### src/rtl/router_pkg.sv
// Shared types and constants for the router input port front end.
package router_pkg;

  localparam int ADDR_W = 4;
  localparam int PORTS  = 16;

  typedef enum logic [2:0] {
    IN_IDLE,
    IN_ADDR,
    IN_PAD,
    IN_DATA,
    IN_DRAIN
  } inState_e;

  typedef struct packed {
    logic last;
    logic dataBit;
  } fifoEntry_t;

endpackage

### src/rtl/router_bit_fifo.sv
// Small synchronous FIFO of {last, bit} payload entries with a hook to mark the
// newest entry as the packet's final bit.
module router_bit_fifo
  import router_pkg::*;
#(
  parameter int DEPTH = 8
) (
  input  logic       clock,
  input  logic       reset_n,
  input  logic       push_i,
  input  fifoEntry_t pushEntry_i,
  input  logic       forceLast_i,
  input  logic       pop_i,
  output fifoEntry_t popEntry_o,
  output logic       full_o,
  output logic       empty_o
);

  localparam int AW = $clog2(DEPTH);

  logic [AW:0]   wrPtr_q, wrPtr_d;
  logic [AW:0]   rdPtr_q, rdPtr_d;
  logic [AW-1:0] tailIdx;
  fifoEntry_t    mem_q [DEPTH];

  // Extra pointer MSB separates the full case from the empty case.
  assign full_o     = (wrPtr_q[AW] != rdPtr_q[AW]) && (wrPtr_q[AW-1:0] == rdPtr_q[AW-1:0]);
  assign empty_o    = (wrPtr_q == rdPtr_q);
  assign popEntry_o = mem_q[rdPtr_q[AW-1:0]];
  assign tailIdx    = wrPtr_q[AW-1:0] - AW'(1);

  always_comb begin
    wrPtr_d = wrPtr_q;
    rdPtr_d = rdPtr_q;
    if (push_i) wrPtr_d = wrPtr_q + (AW+1)'(1);
    if (pop_i)  rdPtr_d = rdPtr_q + (AW+1)'(1);
  end

  always_ff @(posedge clock or negedge reset_n) begin
    if (!reset_n) begin
      wrPtr_q <= '0;
      rdPtr_q <= '0;
    end else begin
      wrPtr_q <= wrPtr_d;
      rdPtr_q <= rdPtr_d;
    end
  end

  always_ff @(posedge clock) begin
    if (push_i) begin
      mem_q[wrPtr_q[AW-1:0]] <= pushEntry_i;
    end else if (forceLast_i) begin
      mem_q[tailIdx].last <= 1'b1;
    end
  end

endmodule

### src/rtl/router_input_ctrl.sv
// Per-input-port front end: captures the serial destination address, buffers
// payload bits and replays them toward decode once the arbiter grants.
module router_input_ctrl
  import router_pkg::*;
#(
  parameter int DEPTH  = 8,
  parameter int ADDR_W = router_pkg::ADDR_W
) (
  input  logic              clock,
  input  logic              reset_n,
  input  logic              frame_n,
  input  logic              valid_n,
  input  logic              din,
  input  logic              grant,
  output logic [ADDR_W-1:0] address_o,
  output logic              request_o,
  output logic              frame_o,
  output logic              valid_o,
  output logic              dout,
  output logic              err_o
);

  localparam int              CNT_W    = (ADDR_W > 1) ? $clog2(ADDR_W) : 1;
  localparam logic [CNT_W-1:0] CNT_LAST = CNT_W'(ADDR_W - 1);

  inState_e          state_q, state_d;
  logic [CNT_W-1:0]  cnt_q, cnt_d;
  logic [ADDR_W-1:0] addrShift_q, addrShift_d, addrNext;
  logic [ADDR_W-1:0] address_q, address_d;
  logic              request_q, request_d;
  logic              err_q, err_d;
  logic              frameOut_q, validOut_q, dout_q;

  logic              takeBit, popEn, pushEn, forceLast;
  logic              fifoFull, fifoEmpty;
  fifoEntry_t        pushEntry, popEntry;

  // Replay reads registered occupancy, so a freshly pushed entry pops a cycle later.
  assign popEn     = grant && !fifoEmpty && request_q;
  assign takeBit   = !valid_n && ((state_q == IN_PAD) || (state_q == IN_DATA));
  assign pushEntry = '{last: frame_n, dataBit: din};

  always_comb begin
    state_d     = state_q;
    cnt_d       = cnt_q;
    addrShift_d = addrShift_q;
    address_d   = address_q;
    request_d   = request_q;
    err_d       = 1'b0;
    pushEn      = 1'b0;
    forceLast   = 1'b0;
    addrNext    = addrShift_q;
    addrNext[cnt_q] = din;

    case (state_q)
      IN_IDLE: begin
        if (!frame_n) begin
          addrShift_d = {{(ADDR_W-1){1'b0}}, din};
          cnt_d       = CNT_W'(1);
          state_d     = IN_ADDR;
        end
      end
      IN_ADDR: begin
        if (frame_n) begin
          state_d   = IN_IDLE;
          request_d = 1'b0;
          err_d     = 1'b1;
        end else begin
          addrShift_d = addrNext;
          if (cnt_q == CNT_LAST) begin
            address_d = addrNext;
            request_d = 1'b1;
            state_d   = IN_PAD;
          end else begin
            cnt_d = cnt_q + CNT_W'(1);
          end
        end
      end
      IN_PAD: begin
        if (valid_n && frame_n) begin
          state_d   = IN_IDLE;
          request_d = 1'b0;
          err_d     = 1'b1;
        end
      end
      IN_DATA: begin
      end
      IN_DRAIN: begin
        if (!frame_n) err_d = 1'b1;
        if (popEn && popEntry.last) begin
          state_d   = IN_IDLE;
          request_d = 1'b0;
        end
      end
      default: state_d = IN_IDLE;
    endcase

    // A pop in the same cycle frees a slot before the push is judged.
    if (takeBit) begin
      state_d = frame_n ? IN_DRAIN : IN_DATA;
      if (!fifoFull || popEn) begin
        pushEn = 1'b1;
      end else begin
        err_d     = 1'b1;
        forceLast = frame_n;
      end
    end
  end

  always_ff @(posedge clock or negedge reset_n) begin
    if (!reset_n) begin
      state_q     <= IN_IDLE;
      cnt_q       <= '0;
      addrShift_q <= '0;
      address_q   <= '0;
      request_q   <= 1'b0;
      err_q       <= 1'b0;
    end else begin
      state_q     <= state_d;
      cnt_q       <= cnt_d;
      addrShift_q <= addrShift_d;
      address_q   <= address_d;
      request_q   <= request_d;
      err_q       <= err_d;
    end
  end

  // frame_o and dout hold between pops; frame_o stays high after a packet's last bit.
  always_ff @(posedge clock or negedge reset_n) begin
    if (!reset_n) begin
      frameOut_q <= 1'b1;
      validOut_q <= 1'b1;
      dout_q     <= 1'b0;
    end else if (popEn) begin
      frameOut_q <= popEntry.last;
      validOut_q <= 1'b0;
      dout_q     <= popEntry.dataBit;
    end else begin
      validOut_q <= 1'b1;
    end
  end

  router_bit_fifo #(
    .DEPTH (DEPTH)
  ) u_fifo (
    .clock       (clock),
    .reset_n     (reset_n),
    .push_i      (pushEn),
    .pushEntry_i (pushEntry),
    .forceLast_i (forceLast),
    .pop_i       (popEn),
    .popEntry_o  (popEntry),
    .full_o      (fifoFull),
    .empty_o     (fifoEmpty)
  );

  assign address_o = address_q;
  assign request_o = request_q;
  assign frame_o   = frameOut_q;
  assign valid_o   = validOut_q;
  assign dout      = dout_q;
  assign err_o     = err_q;

endmodule

### config.mk
export PLATFORM = sky130hd
export DESIGN_NAME = router_input_ctrl
export DESIGN_NICKNAME = d
export VERILOG_FILES = /design/src/rtl/router_pkg.sv /design/src/rtl/router_bit_fifo.sv /design/src/rtl/router_input_ctrl.sv
export SDC_FILE = /design/constraint.sdc
export NUM_CORES = 1
export LEC_CHECK = 0
export ABC_AREA = 1
export ABC_CLOCK_PERIOD_IN_PS = 2500
export BUFFER_PORTS_ARGS = -buffer_cell sky130_fd_sc_hd__buf_4
export CAP_MARGIN = 10
export CORE_MARGIN = 5
export CORE_UTILIZATION = 54
export CTS_CLUSTER_DIAMETER = 30
export DETAILED_ROUTE_END_ITERATION = 8
export PLACE_DENSITY = 0.8
export SYNTH_ARGS = -nofsm -noshare
export SYNTH_HDL_FRONTEND = slang
export SYNTH_HIERARCHICAL = 1
export SYNTH_SLANG_ARGS = --single-unit
### constraint.sdc
create_clock -name clock -period 2.5 [get_ports clock]
set_clock_uncertainty 0.05 [all_clocks]
set_input_delay 0 -clock clock [delete_from_list [all_inputs] [get_ports clock]]
set_output_delay 0 -clock clock [all_outputs]
set_load 0.03 [all_outputs]
==> results.ini <==
[run_status]
outcome=finished, violations left
violations=negative setup slack

[routing]
routedWlPerCell_um=14.6
wirelength_um=5100
vias=1867
viasPerCell=5.33
drt_pass1_iterations=5
drcViolationCount=0
ant_nets=0
dr.first_iter.drc_count=189

[setup_path]
cpMaxStageDelayCell=dfrtp_1
crit_fanout=5
timing.rr.start=u_fifo/wrPtr_q[2]
critPathBufInv=3
critPathLaunch=u_fifo/wrPtr_q[2]
crit_arrival_ps=2570
critPathKind=reg2reg
slowest_delay_ps=420
cp_cell_sequence=xnor2_1 -> nand3_1 -> nor2_1 -> inv_1 -> nand3_2 -> inv_2 -> nor2_4 -> nand4_1 -> nor2_2 -> buf_6 -> nand2_8 -> nand2_4 -> nand2_8 -> or2_4 -> nor2_2
rr_worst_depth=15
rr_endpoint=u_fifo/mem_q[2][1]
crit_path_start_kind=flop
critPathCaptureType=flop
worstPathRequired_ps=2460
r2r_slack_ps=-110
cpLargestDelayFamily=simple AND/OR/NAND/NOR gates

[cts]
clock_latency_ps=290
h-tree-depth=2
cts.sinks=41
cts_tree=yes
cts_made_buffers=5
path_clk_slew_ps=80
root_buffer=clkbuf_8
cts_buffer_depth=2

[grt]
grt_pass1_wl_um=7960
track_usage_pct=18.9
grt_pass1_vias=1723
grt_max_degree=26
gr-total-overflow=0
antenna_found_initial=0

[synthesis]
syn_nets=278
netlist_instances=265
syn-cell-area_mm2=0.00226
yosysWarnings=6
synth.distinct_cells=35
synth_seq_area_share_pct=49.1
synth.avg_cell_area_um2=8.52
synth_seq_cells=41

[placed_design]
globalplace.congestion=0.834
dp.cells=334
portBuffers=14
place_ws_ps=-34.3
dp_hpwl_um=3220

[floorplanning]
die_area_mm2=0.00558
die_h_um=74.7
die_x_um=74.7
core_area_mm2=0.00403
num_rows=23
start_util_pct=56.1
io_pins=15

[finish]
seqCellArea_mm2=0.00111
multi_input_area_mm2=0.00119
fin_nets=312
fin_util_pct=70.5
areaGrowthSynthToFinish_pct=25.8
num-fill-cells=264
antenna_cells=0
finalNonFillerCells=350
drive_gt1_share_pct=32.7

[timing]
setup_violations=15
worst_slack_ps=-108
slew-limit-headroom_pct=60.4
finalCritPeriodShare_pct=104
timing_worst_slew_pin_value_ps=592
timing.final.crit_period_ps=2610
rsz0062_at_grt=yes
final_hold_viol_count=0
slew_viol_final=0
fmax_mhz=383

[power]
power_density_mw_per_mm2=1130
p_leak_nw=1.27
p_total_mw=3.21
vdd_ir_drop_max_v=0.000575

[min_path]
hold_class=in2async

[flow_run]
max_cap_viol_count=0

-- metrics by stage --
stage,instance area (um2),TNS (ps),hold slack [ps]
floorplan,2260,0,-346
global placement,2480,0,-131
CTS,2670,0,95.4
detailed placement,2480,-61.7,-131
global route,2840,-3690,117
finish,2840,-1210,96.2
-- what timing repair did --
action,in CTS,in global routing
hold endpoints to repair,31,0
resized for setup,3,46
setup buffers,4,0
hold buffers,4,0
endpoints found under the setup margin,12,15
pin swaps,1,11
-- routing by layer --
layer  track usage, %  up-vias  routed length [um]
li1                 -      916                   -
met1             26.5      882                2360
met2             29.8       61                2410
met3             4.01        8                 240
met4             5.53        0                  90
met5                0        -                   0
-- layout make-up --
| type | count | share of cell area (%) |
|---|---|---|
| repair buffers | 31 | 8.67 |
| clock buffers | 7 | 3.43 |
| multi-input cells | 188 | 42.0 |
| clock inverters | 1 | 0.176 |
| well taps | 50 | 2.20 |
| flip-flops and latches | 41 | 39.0 |
| inverters | 32 | 4.49 |
-- cell families (layout without fill, tap and decap cells) --
| group | count (synthesis) | count (layout) | share of synthesized area [%] |
|---|---|---|---|
| AOI/OAI and AO/OA | 26 | 26 | 6.76 |
| xor gates and xnor gates | 9 | 9 | 3.49 |
| adders and majority gates | 7 | 7 | 3.88 |
| buffers and inverters | 36 | 71 | 6.48 |
| DFF | 41 | 41 | 49.1 |
| and+or+nand+nor | 146 | 146 | 30.3 |
-- report_power, final --
| part | switching (mW) | internal (mW) |
|---|---|---|
| Combinational | 1.09 | 0.610 |
| Clock | 0.228 | 0.256 |
| Sequential | 0.140 | 0.885 |
| Total | 1.46 | 1.75 |
-- state kept, by name (all words and copies together) (netlist names) --
register        cells
u_fifo/mem_q       16
u_fifo/rdPtr_q      4
addrShift_q         3
u_fifo/wrPtr_q      4
dout                1
cnt_q               2
address_o           4
request_o           1
frame_o             1
state_q             3
valid_o             1
err_o               1
-- worst max path at each step --
stage,end,slack [ps],depth (start not counted)
floorplan,u_fifo/mem_q[3][1],1,16
global placement,u_fifo/mem_q[1][0],40,15
detailed placement,u_fifo/mem_q[3][0],-30,15
CTS,u_fifo/mem_q[6][1],5,15
global route,u_fifo/mem_q[3][0],-270,15
finish,u_fifo/mem_q[2][1],-110,15
-- Yosys cell counts (all sizes together) --
| cell type | n | area (um2) |
|---|---|---|
| or2 | 2 | 15.0 |
| nand2 | 78 | 337 |
| o21ai | 19 | 106 |
| xor2 | 5 | 43.8 |
| inv | 31 | 119 |
| a31oi | 1 | 6.26 |
| nor2 | 41 | 183 |
| a21oi | 2 | 13.8 |
| ha | 7 | 87.6 |
| xnor2 | 4 | 35.0 |
| nand4 | 6 | 37.5 |
| clkinv | 1 | 8.76 |
| dfstp | 2 | 52.6 |
| buf | 2 | 10.0 |
| clkbuf | 2 | 8.75 |
| edfxtp | 16 | 480 |
| o211ai | 1 | 7.51 |
| o22ai | 3 | 18.8 |
| nand3 | 19 | 113 |
| dfrtp | 23 | 576 |
-- cells in the final DEF (no fill, tap or decap), drive strengths merged --
cell type,count
nand2,78
nor2,41
inv,31
buf,27
dfrtp,23
o21ai,19
nand3,19
edfxtp,16
ha,7
clkbuf,7
nand4,6
xor2,5
dlygate4sd3,4
xnor2,4
o22ai,3
dfstp,2
clkinv,2
a21oi,2
or2,2
o211ai,1
a31oi,1
Note: power is estimated with default switching activity, not from simulation.
